===== src/rtl/ecg_pkg.sv =====
// Shared types and constants for the ECG sample BRAM capture path.
package ecg_pkg;

    localparam int ECG_SAMPLE_W = 16;
    localparam int ECG_ADDR_W   = 12;
    localparam int ECG_WORD_W   = 32;

    typedef enum logic [1:0] {
        ST_IDLE,
        ST_FILL,
        ST_FLUSH,
        ST_DONE
    } ecg_wr_state_t;

endpackage


===== src/rtl/ecg_sample_packer.sv =====
// Pairs incoming ECG samples into one BRAM word (first sample in the low half)
// and zero-fills the high half when a trailing odd sample is flushed.
module ecg_sample_packer
    import ecg_pkg::*;
#(
    parameter int SAMPLE_W = ECG_SAMPLE_W
) (
    input  logic                  clk,
    input  logic                  rst_n,
    input  logic                  clear_i,
    input  logic                  accept_i,
    input  logic                  flush_i,
    input  logic [SAMPLE_W-1:0]   data_i,
    output logic                  half_o,
    output logic [2*SAMPLE_W-1:0] word_o
);

    logic [SAMPLE_W-1:0] lo_q, lo_d;
    logic [SAMPLE_W-1:0] hi_q, hi_d;
    logic                half_q, half_d;

    always_comb begin
        lo_d   = lo_q;
        hi_d   = hi_q;
        half_d = half_q;
        if (clear_i) begin
            half_d = 1'b0;
        end else if (flush_i) begin
            hi_d   = '0;
            half_d = 1'b0;
        end else if (accept_i) begin
            if (half_q) hi_d = data_i;
            else        lo_d = data_i;
            half_d = ~half_q;
        end
    end

    always_ff @(posedge clk or negedge rst_n) begin
        if (!rst_n) begin
            lo_q   <= '0;
            hi_q   <= '0;
            half_q <= 1'b0;
        end else begin
            lo_q   <= lo_d;
            hi_q   <= hi_d;
            half_q <= half_d;
        end
    end

    assign half_o = half_q;
    assign word_o = {hi_q, lo_q};

endmodule


===== src/rtl/ecg_bram_writer.sv =====
// Captures a valid/ready ECG sample stream into BRAM port A, two samples per word.
// Define ECG_WRITER_CIRC_EN for a circular buffer that only Stop terminates.
module ecg_bram_writer
    import ecg_pkg::*;
#(
    parameter int ADDR_W    = ECG_ADDR_W,
    parameter int SAMPLE_W  = ECG_SAMPLE_W,
    parameter int LAST_ADDR = (1 << ECG_ADDR_W) - 1
) (
    input  logic                  clk,
    input  logic                  rst_n,
    input  logic                  start_i,
    input  logic                  stop_i,
    input  logic                  s_valid_i,
    output logic                  s_ready_o,
    input  logic [SAMPLE_W-1:0]   s_data_i,
    output logic [ADDR_W-1:0]     addra_o,
    output logic [2*SAMPLE_W-1:0] dina_o,
    output logic                  ena_o,
    output logic                  wea_o,
    output logic                  busy_o,
    output logic                  frame_done_o,
    output logic [ADDR_W:0]       word_count_o
);

`ifdef ECG_WRITER_CIRC_EN
    localparam bit CIRC = 1'b1;
`else
    localparam bit CIRC = 1'b0;
`endif

    localparam logic [ADDR_W-1:0] LAST_A   = ADDR_W'(LAST_ADDR);
    localparam logic [ADDR_W:0]   FULL_CNT = (ADDR_W+1)'(LAST_ADDR + 1);

    ecg_wr_state_t     state_q, state_d;
    logic              s_ready_q, s_ready_d;
    logic              wea_q, wea_d;
    logic              busy_q, busy_d;
    logic              frame_done_q, frame_done_d;
    logic [ADDR_W-1:0] addra_q, addra_d;
    logic [ADDR_W:0]   word_count_q, word_count_d;

    logic accept, half, half_after, pair_done, final_pair, clear, flush;

    ecg_sample_packer #(.SAMPLE_W(SAMPLE_W)) u_packer (
        .clk      (clk),
        .rst_n    (rst_n),
        .clear_i  (clear),
        .accept_i (accept),
        .flush_i  (flush),
        .data_i   (s_data_i),
        .half_o   (half),
        .word_o   (dina_o)
    );

    assign accept     = s_valid_i && s_ready_q;
    assign pair_done  = accept && half;
    assign half_after = accept ? ~half : half;
    assign final_pair = pair_done && (addra_q == LAST_A);

    // NOTE: every signal gets a default before the case so no path can infer a latch.
    always_comb begin
        state_d      = state_q;
        s_ready_d    = 1'b0;
        busy_d       = 1'b0;
        frame_done_d = 1'b0;
        clear        = 1'b0;
        flush        = 1'b0;
        addra_d      = addra_q;
        word_count_d = word_count_q;

        // Pointer and count advance once the registered write has been presented.
        if (wea_q) begin
            if (addra_q == LAST_A) addra_d = CIRC ? '0 : addra_q;
            else                   addra_d = addra_q + 1'b1;
            if (word_count_q != FULL_CNT) word_count_d = word_count_q + 1'b1;
        end

        unique case (state_q)
            ST_IDLE, ST_DONE: begin
                if (start_i) begin
                    state_d      = ST_FILL;
                    s_ready_d    = 1'b1;
                    busy_d       = 1'b1;
                    clear        = 1'b1;
                    addra_d      = '0;
                    word_count_d = '0;
                end
            end
            ST_FILL: begin
                s_ready_d = 1'b1;
                busy_d    = 1'b1;
                if (final_pair) begin
                    frame_done_d = 1'b1;
                    if (!CIRC) begin
                        state_d   = ST_DONE;
                        s_ready_d = 1'b0;
                        busy_d    = 1'b0;
                    end
                end
                // A sample taken alongside Stop is already reflected in half_after.
                if (stop_i) begin
                    s_ready_d = 1'b0;
                    if (half_after) begin
                        state_d = ST_FLUSH;
                    end else begin
                        state_d      = ST_DONE;
                        busy_d       = 1'b0;
                        frame_done_d = 1'b1;
                    end
                end
            end
            ST_FLUSH: begin
                flush        = 1'b1;
                state_d      = ST_DONE;
                frame_done_d = 1'b1;
            end
            default: state_d = ST_IDLE;
        endcase
    end

    assign wea_d = pair_done || flush;

    // NOTE: state is updated with non-blocking assignments so all registers sample together.
    always_ff @(posedge clk or negedge rst_n) begin
        if (!rst_n) begin
            state_q      <= ST_IDLE;
            s_ready_q    <= 1'b0;
            wea_q        <= 1'b0;
            busy_q       <= 1'b0;
            frame_done_q <= 1'b0;
            addra_q      <= '0;
            word_count_q <= '0;
        end else begin
            state_q      <= state_d;
            s_ready_q    <= s_ready_d;
            wea_q        <= wea_d;
            busy_q       <= busy_d;
            frame_done_q <= frame_done_d;
            addra_q      <= addra_d;
            word_count_q <= word_count_d;
        end
    end

    assign s_ready_o    = s_ready_q;
    assign addra_o      = addra_q;
    assign ena_o        = wea_q;
    assign wea_o        = wea_q;
    assign busy_o       = busy_q;
    assign frame_done_o = frame_done_q;
    assign word_count_o = word_count_q;

endmodule


===== config.mk =====
export PLATFORM = sky130hd
export DESIGN_NAME = ecg_bram_writer
export DESIGN_NICKNAME = d
export VERILOG_FILES = /design/src/rtl/ecg_pkg.sv /design/src/rtl/ecg_sample_packer.sv /design/src/rtl/ecg_bram_writer.sv
export SDC_FILE = /design/constraint.sdc
export NUM_CORES = 1
export LEC_CHECK = 0
export ABC_AREA = 1
export CAP_MARGIN = 20
export CORE_MARGIN = 5
export CORE_UTILIZATION = 54
export DETAILED_ROUTE_END_ITERATION = 12
export GPL_TIMING_DRIVEN = 0
export PLACE_DENSITY = 0.86
export SLEW_MARGIN = 25
export SYNTH_ARGS = -nofsm -noshare
export SYNTH_HDL_FRONTEND = slang
export SYNTH_HIERARCHICAL = 1
export SYNTH_SLANG_ARGS = --single-unit

===== constraint.sdc =====
create_clock -name clk -period 5.3 [get_ports clk]
set_input_delay 0.53 -clock clk [delete_from_list [all_inputs] [get_ports clk]]
set_output_delay 0.53 -clock clk [all_outputs]
set_load 0.02 [all_outputs]

==> results.cfg, run 1 <==
[global_routing]
grt_pass1_vias = 3184
grt_max_degree = 47
antenna_found_initial = 0
grt_pass1_wl_um = 14600
track_usage_pct = 21.0
grt-ovfl-total = 0

[route]
postRouteAntennaNets = 0
drt_first_pass_iters = 4
met3_length_um = 539
drt_wl_total_um = 8730
route.met2.wl_um = 4560
top_layer = met4
vias = 3276
viasPerCell = 5.29
drc = 0
routedWlPerCell_um = 14.1
wl_met1_um = 3510
drt-initial-drc-count = 188

[layout]
drive_gt1_share_pct = 15.7
layout_commonest_cell = nand2_1
antennaDiodeCount = 0
finalNonFillerCells = 619
nets = 564
final_cell_mix = 122 x nand2_1, 81 x clkdlybuf4s50_1, 64 x dfrtp_1
syn2layout_area_growth_pct = 33.2

[worst_setup_path]
crit_slowest_cell = dfrtp_1
max_stage_delay_ps = 380
crit_type = flip-flop to flip-flop
cp-startpoint = state_q[0]
endpoint_kind = flip-flop
startpoint_type = flip-flop
crit_chain = inv_1 -> ha_1 -> buf_2 -> nand2_1 -> inv_1 -> buf_2 -> nor2_2 -> nand2_2 -> buf_6 -> nand2_1 -> o21ai_2
critPathTopFamily = buffers and inverters
path_buf_inv = 5
crit_fanout = 12
arrival_ps = 2330
required_ps = 5580
r2r_start = state_q[0]

[min_path]
hp-class = input port to asynchronous set/reset pin

[timing]
hold_violations = 0
tightest_slew_ps = 509
fin_tns_setup_ps = 0
clock.fmax_ghz = 0.488
finalMaxSlewViolations = 0
rsz0062_at_grt = no
hold_slack_ps = 66.5
fin_crit_ps = 2050
period_share_pct = 38.7
skew_ps = 12.2
max-slew-margin-rel_pct = 66.0
setup_violations = 0

[placement]
finalWeightedCongestion = 0.923
portBuffers = 82
post-place-cells = 603
place_hpwl_um = 6530

[clock_tree]
cts-htree-levels = 3
tritoncts = yes
cts_buffers = 9
clk_pin_slew_ps = 80
clock-sinks = 64
postCtsSetupBuffers = 0
cts.path.max_buffers = 2
clk_latency_ps = 340
hold_buffers = 0
post_cts_resized = 0
clock-root-buffer = clkbuf_8

[die]
initial_utilization_pct = 55.6
die-area_mm2 = 0.00830
die_w_um = 91.1
num_io_pins = 83
core_mm2 = 0.00639
die_h_um = 91.1
num_rows = 29

[logic_synthesis]
yosys.area.top_type = dfrtp_1
yosysUniqueCellTypes = 36
ys_ff_latch = 64
synth.net_count = 470
syn_area_per_cell_um2 = 8.02
synth_area_mm2 = 0.00355
synth_warnings = 6
ys_seq_area_share_pct = 45.1
synth_area_leaders = dfrtp_1 45%, nand2_1 13%, nand3_1 5.6%, inv_1 5.5%, nor2_1 4.3%
synth_top_area_share_pct = 45.1
syn_inst = 443

[power_and_ir_drop]
p_leak_nw = 2.25
ir_worst_vdd_v = 0.000317
fin_total_pwr_mw = 2.53
cellPowerDensity_mw_per_mm2 = 535

[run]
cap_violations = 0

[outcome]
status = complete, no violations
-- report_power, final --
| group | switching [mW] | leakage (nW) | internal, mW |
|---|---|---|---|
| clock network | 0.200 | 0.121 | 0.295 |
| logic | 0.754 | 1.30 | 0.530 |
| registers | 0.106 | 0.835 | 0.648 |
| total | 1.06 | 2.25 | 1.47 |
-- metal layers --
metal / track usage (%) / vias up
met5: 0 / -
met4: 7.46 / 0
met3: 3.80 / 12
met2: 36.9 / 114
met1: 25.9 / 1546
li1: - / 1604
-- sequential cells by signal, summed over array words and instances (netlist names) --
| register | cells |
|---|---|
| u_packer/hi_q | 16 |
| u_packer/lo_q | 16 |
| addra_o | 12 |
| s_ready_o | 1 |
| word_count_o | 13 |
| ena_o | 1 |
| busy_o | 1 |
| frame_done_o | 1 |
| state_q | 2 |
| u_packer/half_o | 1 |
-- area by class of cell --
| cell class | count | area [µm²] |
|---|---|---|
| multi-input combinational | 308 | 1620 |
| clock inverter | 5 | 86.3 |
| sequential | 64 | 1600 |
| tap | 77 | 96.3 |
| buffer | 16 | 125 |
| fill | 472 | 1650 |
| inverter | 55 | 209 |
| clock buffer | 11 | 151 |
| timing repair buffer | 83 | 846 |
-- stage by stage --
step | worst slack [ps] | util (%) | cell area [µm²]
2_1_floorplan | 3590 | - | 3550
3_3_place_gp | 1640 | 70.0 | 4470
3_5_place_dp | 2950 | 70.4 | 4490
4_1_cts | 3240 | 74.1 | 4730
5_1_grt | 3070 | 74.1 | 4730
6_report | 3250 | 74.1 | 4730
-- logic make-up after synthesis --
family | share of synthesized area (%)
AND/OR/NAND/NOR | 32.5
buffers and inverters | 9.40
flip-flops | 45.1
AO/OA/AOI/OAI | 9.37
XOR/XNOR | 1.48
adder cells (fa/ha/maj) | 2.11
-- worst register-to-register path: cells and delay by family, from the launching register on --
family / cells / cell delay [ps]
buffers and inverters: 5 / 860
AND/OR/NAND/NOR: 4 / 410
AO/OA/AOI/OAI: 1 / 60
flip-flops: 1 / 380
adder cells (fa/ha/maj): 1 / 260
-- final timing paths --
| path | to | slack, ps | depth (start not counted) |
|---|---|---|---|
| max | u_packer/lo_q[12] | 3250 | 11 |
| min | addra_o[3] | 70 | 1 |
| max reg2reg | u_packer/lo_q[12] | 3250 | 11 |
| min reg2reg | u_packer/hi_q[14] | 480 | 2 |
| max in group asynchronous | u_packer/lo_q[0] | 4710 | 2 |
| min in group clk | u_packer/hi_q[14] | 480 | 2 |
-- Yosys cell counts --
| master | count |
|---|---|
| or2_2 | 2 |
| clkinv_1 | 1 |
| nand3_1 | 40 |
| ha_1 | 6 |
| nor3_4 | 1 |
| nand2_2 | 10 |
| o21ai_0 | 8 |
| nor3_1 | 2 |
| xnor2_1 | 2 |
| buf_2 | 7 |
| inv_4 | 1 |
| nand3_4 | 1 |
| nor2_4 | 4 |
| o21bai_1 | 1 |
| buf_4 | 1 |
| xor2_1 | 4 |
| buf_6 | 7 |
| dfrtp_1 | 64 |
| a31oi_1 | 1 |
| nand3_2 | 3 |
| a21oi_1 | 15 |
| buf_1 | 1 |
| nand2_8 | 1 |
| nor2_1 | 41 |
| inv_1 | 52 |
| nand4_1 | 10 |
| nand3b_1 | 1 |
| nor3_2 | 1 |
| o21bai_2 | 1 |
| nand2_1 | 122 |
| nor2_2 | 8 |
| inv_2 | 1 |
| o21ai_1 | 1 |
| o21ai_2 | 16 |
| a21oi_2 | 2 |
| a22oi_1 | 4 |
No activity file was read; power rests on OpenSTA's default activity.
==> run 2: changes to the inputs <==
--- a/config.mk
+++ b/config.mk
@@ -8,10 +8,10 @@
 export ABC_AREA = 1
 export CAP_MARGIN = 20
 export CORE_MARGIN = 5
-export CORE_UTILIZATION = 54
+export CORE_UTILIZATION = 50
 export DETAILED_ROUTE_END_ITERATION = 12
 export GPL_TIMING_DRIVEN = 0
-export PLACE_DENSITY = 0.86
+export PLACE_DENSITY = 0.81
 export SLEW_MARGIN = 25
 export SYNTH_ARGS = -nofsm -noshare
 export SYNTH_HDL_FRONTEND = slang
==> constraint.sdc (replaced) <==
create_clock -name clk -period 1.9 [get_ports clk]
set_input_delay 0.19 -clock clk [delete_from_list [all_inputs] [get_ports clk]]
set_output_delay 0.19 -clock clk [all_outputs]
set_load 0.02 [all_outputs]
==> results.cfg, run 2 (same netlist as run 1, synthesis figures left out) <==
[worst_setup_path]
required_ps = 2140
crit_type = flip-flop to flip-flop
crit_fanout = 12
r2r_start = state_q[1]
startpoint_type = flip-flop
endpoint_kind = flip-flop
cp-startpoint = state_q[1]
r2r_slack_ps = 80
arrival_ps = 2060
critPathTopFamily = buffers and inverters
path_buf_inv = 4
crit_slowest_cell = dfrtp_1
max_stage_delay_ps = 400
crit_chain = ha_1 -> clkbuf_4 -> nand2_1 -> inv_2 -> buf_8 -> nor2_4 -> nand2_4 -> buf_8 -> nand2_1 -> o21ai_2

[layout]
drive_gt1_share_pct = 16.0
n_fill_cell = 561
antennaDiodeCount = 0
nets = 566
layout_commonest_cell = nand2_1
syn2layout_area_growth_pct = 33.9
final_cell_mix = 122 x nand2_1, 81 x clkdlybuf4s50_1, 64 x dfrtp_1

[global_routing]
track_usage_pct = 21.4
antenna_found_initial = 0
grt_max_degree = 37
grt_pass1_vias = 3154
grt_pass1_wl_um = 14900
grt-ovfl-total = 0

[placement]
place_hpwl_um = 6650
finalWeightedCongestion = 0.892
portBuffers = 82

[die]
initial_utilization_pct = 51.7
core_mm2 = 0.00687
die_h_um = 94.3
die-area_mm2 = 0.00889
num_io_pins = 83
die_w_um = 94.3
num_rows = 30

[clock_tree]
cts.path.max_buffers = 2
clock-sinks = 64
clk_latency_ps = 340
clk_pin_slew_ps = 70
clock-root-buffer = clkbuf_8
cts_buffers = 9
tritoncts = yes
cts-htree-levels = 3

[route]
drc = 0
drt_wl_total_um = 8970
viasPerCell = 4.97
vias = 3179
drt_first_pass_iters = 4
routedWlPerCell_um = 14.0
postRouteAntennaNets = 0
drt-initial-drc-count = 240

[timing]
fin_tns_setup_ps = 0
rsz0062_at_grt = no
period_share_pct = 95.7
clock.fmax_ghz = 0.550
finalMaxSlewViolations = 0
tightest_slew_ps = 536
setup_violations = 0
skew_ps = 9.81
hold_violations = 0
fin_crit_ps = 1820
max-slew-margin-rel_pct = 64.3

[power_and_ir_drop]
fin_total_pwr_mw = 6.99
cellPowerDensity_mw_per_mm2 = 1470
p_leak_nw = 2.25
ir_worst_vdd_v = 0.000634

[run]
cap_violations = 0

[outcome]
status = complete, no violations

[min_path]
hp-class = input port to asynchronous set/reset pin
[run 2: cell count changes in the layout (fill, tap and decap cells not counted), sizes merged]
cell | previous run | this run
clkinv | 2 | 4
inv | 56 | 54
bufinv | 2 | 1
clkbuf | 11 | 12
clkinvlp | 0 | 1
dlygate4sd3 | 0 | 1
[run 2: report_power, final]
group          switching (mW)  leakage, nW  internal (mW)  total [mW]
logic                    2.16         1.31           1.54        3.70
clock network           0.539       0.0993          0.640        1.18
registers               0.295        0.835           1.81        2.10
total                    3.00         2.25           3.99        6.99
[run 2: metrics by stage]
step | utilization [%] | hold WS, ps | cell area, µm² | worst slack (ps) | std cells
detailed placement | 65.7 | 141 | 4510 | -181 | 622
global route | 69.2 | 350 | 4760 | 7.16 | 640
finish | 69.2 | 329 | 4760 | 80.9 | 640
floorplan | - | -106 | 3550 | 185 | 443
CTS | 68.8 | 320 | 4730 | 6.79 | 639
global placement | 65.4 | 453 | 4490 | -1500 | 621
[run 2: worst reg2reg max path: stages (launching register included)]
cell      delay (ps)
dfrtp_1          400
ha_1             290
clkbuf_4         180
nand2_1          100
inv_2             80
buf_8            170
nor2_4           130
nand2_4           90
buf_8            160
nand2_1           70
o21ai_2           50
[run 2: layout make-up]
class	count	area, µm²	share of cell area, %
Buffer	16	145	3.05
Clock buffer	11	141	2.97
Clock inverter	5	56.3	1.18
Inverter	55	209	4.39
Multi-Input combinational cell	308	1630	34.2
Sequential cell	64	1600	33.7
Tap cell	96	120	2.53
Timing Repair Buffer	85	856	18.0
[run 2: path summary, 6_finish.rpt]
path | to | cells after the start
worst max-delay path | u_packer/lo_q[12] | 10
worst min-delay path | addra_o[7] | 2
worst max register to register | u_packer/lo_q[12] | 10
worst min register to register | u_packer/hi_q[3] | 2
max in group asynchronous | word_count_o[9] | 3
min in group clk | u_packer/lo_q[9] | 3
[run 2: timing repair]
action	in CTS	in global routing
buffers inserted	0	1
hold buffers	1	0
endpoints found under the hold margin	28	0
gates resized for setup	4	6
setup endpoints to repair	33	27
pin swaps	0	0
[run 2: routing by layer]
layer  track usage [%]  part of all wire (%)  vias up
li1                  -                     -     1590
met1              27.3                    42     1486
met2              36.8                    52       93
met3              3.21                   4.8       10
met4              7.46                   1.3        0
met5                 0                     0        -
==> run 3: changes to the inputs <==
--- a/config.mk
+++ b/config.mk
@@ -7,6 +7,7 @@
 export LEC_CHECK = 0
 export ABC_AREA = 1
 export CAP_MARGIN = 20
+export CORE_ASPECT_RATIO = 1.1
 export CORE_MARGIN = 5
 export CORE_UTILIZATION = 50
 export DETAILED_ROUTE_END_ITERATION = 12
==> results.cfg, run 3 (same netlist as run 1, synthesis figures left out) <==
[outcome]
status = complete, no violations

[layout]
final_cell_mix = 121 x nand2_1, 81 x clkdlybuf4s50_1, 64 x dfrtp_1
finalNonFillerCells = 629
nets = 567
n_fill_cell = 583
drive_gt1_share_pct = 16.4
utilization_pct = 68.6
antennaDiodeCount = 0
syn2layout_area_growth_pct = 34.6
layout_commonest_cell = nand2_1

[clock_tree]
clock-sinks = 64
clk_pin_slew_ps = 70
cts_buffers = 9
cts.path.max_buffers = 2
clock-root-buffer = clkbuf_8
tritoncts = yes
cts-htree-levels = 3
clk_latency_ps = 330

[worst_setup_path]
arrival_ps = 2000
startpoint_type = flip-flop
reg2reg_depth = 11
required_ps = 2130
r2r_start = state_q[0]
max_stage_delay_ps = 370
crit_chain = inv_1 -> ha_1 -> buf_2 -> nand2_2 -> inv_2 -> buf_8 -> nor2_4 -> nand2_4 -> buf_8 -> nand2_1 -> o21ai_2
endpoint_kind = flip-flop
crit_type = flip-flop to flip-flop
r2r-end = u_packer/lo_q[12]
crit_slowest_cell = dfrtp_1
crit_fanout = 12
path_common_cell = buf_8
r2r_slack_ps = 120

[timing]
period_share_pct = 93.6
hold_slack_ps = 316
fin_crit_ps = 1780
tightest_slew_ps = 530
fin_tns_setup_ps = 0
hold_violations = 0
clock.fmax_ghz = 0.563
rsz0062_at_grt = no
setup_violations = 0
finalMaxSlewViolations = 0
max-slew-margin-rel_pct = 64.7
skew_ps = 5.63

[min_path]
hp-class = input port to asynchronous set/reset pin

[route]
drt_wl_total_um = 9130
viasPerCell = 5.22
postRouteAntennaNets = 0
routedWlPerCell_um = 14.5
vias = 3286
drt-initial-drc-count = 133
drc = 0
drt_first_pass_iters = 4

[die]
die-area_mm2 = 0.00889
core_mm2 = 0.00697
num_io_pins = 83
initial_utilization_pct = 51.0
num_rows = 32
die_w_um = 90.4
die_h_um = 98.4

[power_and_ir_drop]
cellPowerDensity_mw_per_mm2 = 1500
ir_worst_vdd_v = 0.000851
p_leak_nw = 2.27

[run]
cap_violations = 0

[global_routing]
antenna_found_initial = 0
grt-ovfl-total = 0
grt_max_degree = 38
grt_pass1_wl_um = 15500
grt_pass1_vias = 3399
track_usage_pct = 21.3

[placement]
finalWeightedCongestion = 0.889
portBuffers = 82
place_hpwl_um = 6860
post-place-cells = 611
-- run 3: critical path: cells and delay by family, from the launching register on --
kind / cells / cell delay, ps
AOI/OAI and AO/OA: 1 / 60
adders and majority gates: 1 / 270
buffers and inverters: 5 / 610
DFF: 1 / 370
and+or+nand+nor: 4 / 360
-- run 3: area by class of cell --
type	instances	area (µm²)	area share [%]
Sequential cell	64	1600	33.5
Multi-Input combinational cell	308	1630	34.1
Timing Repair Buffer	86	863	18.1
Inverter	55	209	4.37
Tap cell	85	106	2.22
Clock buffer	9	124	2.59
Buffer	16	139	2.90
Clock inverter	6	109	2.28
-- run 3: worst max path at each step --
| stage | from | to | slack [ps] | depth (start not counted) |
|---|---|---|---|---|
| floorplan | state_q[0] | u_packer/lo_q[12] | 190 | 11 |
| global placement | rst_n | u_packer/lo_q[9] | -1490 | 1 |
| detailed placement | state_q[0] | u_packer/lo_q[12] | -120 | 11 |
| CTS | state_q[0] | u_packer/lo_q[12] | 40 | 11 |
| global route | state_q[0] | u_packer/lo_q[12] | 9 | 11 |
| finish | state_q[0] | u_packer/lo_q[12] | 120 | 11 |
-- run 3: routing by layer --
layer	GRT usage (%)	part of all wire [%]
met5	0	0
met4	9.05	2.3
met3	4.85	4.3
met2	35.5	50
met1	26.5	44
-- run 3: timing repair --
action / in CTS / in global routing
hold buffers: 1 / 0
setup buffers: 0 / 2
pin swaps: 0 / 0
hold endpoints to repair: 27 / 0
setup endpoints to repair: 33 / 27
resized for setup: 4 / 5
-- run 3: through the flow --
step,power [mW],area (µm²),setup slack [ps]
3_5_place_dp,5.72,4500,-121
3_3_place_gp,5.62,4480,-1490
5_1_grt,7.67,4780,8.82
4_1_cts,7.16,4750,44.3
2_1_floorplan,4.34,3550,185
6_report,7.17,4780,122
-- run 3: power by group --
group / switching, mW / internal [mW]
combinational: 2.13 / 1.53
sequential: 0.324 / 1.81
clock: 0.513 / 0.861
total: 2.97 / 4.21
==> variant: new RTL, config.mk and constraints of run 3 <==
The option `ECG_WRITER_CIRC_EN` is turned on by a define.
--- a/src/rtl/ecg_bram_writer.sv
+++ b/src/rtl/ecg_bram_writer.sv
@@ -1,5 +1,7 @@
 // Captures a valid/ready ECG sample stream into BRAM port A, two samples per word.
 // Define ECG_WRITER_CIRC_EN for a circular buffer that only Stop terminates.
+`define ECG_WRITER_CIRC_EN
+
 module ecg_bram_writer
     import ecg_pkg::*;
 #(
Function: same outputs for any inputs over 4 cycles, from zero or initial values and one cycle with rst_n low; that may be too few to reach the edited logic, so the function may still have changed.
==> variant against run 3 <==
Cell area fell by 5.0%; synthesized cell count fell by 8.4%; largest power group unchanged; via count fell by 11%; area after synthesis fell by 4.7%; sequential cell count did not move; core utilization rose by 0.24 points; critical endpoint unchanged; combinational power fell by 15%; setup slack improved by 0.012 ns; fmax rose by 0.69%; count of clock-buffer cells in the layout did not move; total power fell by 12%; die area fell by 4.2%; routed wire length fell by 16%; non-clock buffer count fell by 6.
==> variant: results <==
[outcome]
run_status = completed

[timing]
setup_viol = 0
fin_hold_ws_ns = 0.306
finClkSkew_ns = 0.00803
timing.slew.headroom = 0.733
timing.final.crit_period_ns = 1.77

[detailed_routing]
routedLengthMet1_um = 3170
route.met3.wl_um = 599
wl_met2_um = 3760
wire_per_inst_um = 13.0
num_vias = 2925
first_iter_violations = 154
vias_per_instance = 4.97

[global_route]
maximum_number_of_pins_on_one_net_before_global_route_repair = 40
globalRouteMet1Util = 0.230
grt_first_pass_wirelength_um = 12900
global_route.usage.met2 = 0.320
first_global_vias = 2890
globalRouteTotalUtil = 0.193
groute.layer.met3.usage = 0.0591

[pwr]
peakVddDrop_mv = 0.886
p_leak_uw = 0.00218

[placement]
placement.setup.worst_slack_ns = -0.280
post_place_cell_area_mm2 = 0.00433
detailedPlacementHpwl_um = 5820
placed_cells = 571
placement.io_buffers = 82
gp_routability_congestion = 0.864

[setup_path]
r2r_setup_slack_ns = 0.13
critPathArrivalTime_ns = 2.00
critPathTopFamily = simple AND/OR/NAND/NOR gates

[yosys]
synth.top_cells.by_count = 105 x nand2_1, 64 x dfrtp_1, 47 x inv_1, 39 x nor2_1, 37 x nand3_1
synth_cell_types = 37
yosysSeqAreaShare = 0.473
mappedNetlistNets = 433
ys_top_cells_by_area = dfrtp_1 47%, nand2_1 12%, nand3_1 5.5%, inv_1 5.2%, nor2_1 4.3%
synth.avg_cell_area_um2 = 8.34

[clock_network]
cts_inserted_buffers = 9

[final_layout]
layout-drive-gt1-share = 0.156
design.final.nets = 528
fillCellCount = 542

[hold_path]
worst_hold_path_type = input port to async pin
-- variant: changes by cell type in the layout (fill, tap and decap cells not counted), moves of 3 or more --
cell / delta
nand2_2: -3
nand3_1: -3
nand2_1: -17
a21oi_1: +6
nand4_1: -7
nor2_2: -4
inv_1: -3
a22oi_1: -3
-- variant: path summary, 6_finish.rpt --
kind                                     end  depth (start not counted)              from
max in group asynchronous  u_packer/lo_q[11]                          3             rst_n
hold reg to reg             u_packer/hi_q[8]                          2  u_packer/hi_q[8]
setup reg to reg           u_packer/lo_q[12]                          9        state_q[0]
setup / recovery           u_packer/lo_q[12]                          9        state_q[0]
hold / removal              u_packer/hi_q[2]                          2             rst_n
min in group clk           u_packer/lo_q[11]                          3      s_data_i[11]
-- variant: repair_timing --
item                                    in CTS  in global routing
gates resized for setup                      2                  1
cloned                                       0                  0
endpoints found under the hold margin       25                  0
hold buffers                                 1                  0
endpoints found under the setup margin      33                 26
buffers inserted                             0                  0
pin swaps                                    0                  0
-- variant: cell type report --
cell class / instances / area (µm²) / area share
sequential: 64 / 1600 / 0.353
multi-input combinational: 276 / 1480 / 0.325
timing repair buffer: 84 / 848 / 0.187
inverter: 54 / 210 / 0.0463
clock buffer: 9 / 124 / 0.0273
buffer: 12 / 106 / 0.0234
tap: 82 / 103 / 0.0226
clock inverter: 7 / 72.6 / 0.0160
-- variant: cells by family after synthesis --
kind of cell / count (synthesis) / synth area share
adders and majority gates: 6 / 0.0222
AOI/OAI and AO/OA: 51 / 0.0979
xor gates and xnor gates: 5 / 0.0129
DFF: 64 / 0.473
and+or+nand+nor: 214 / 0.302
buffers and inverters: 66 / 0.0920
-- variant: where the power goes --
part	internal (µW)	switching (µW)
clock network	604	540
logic	1330	1780
registers	1780	297
total	3710	2610
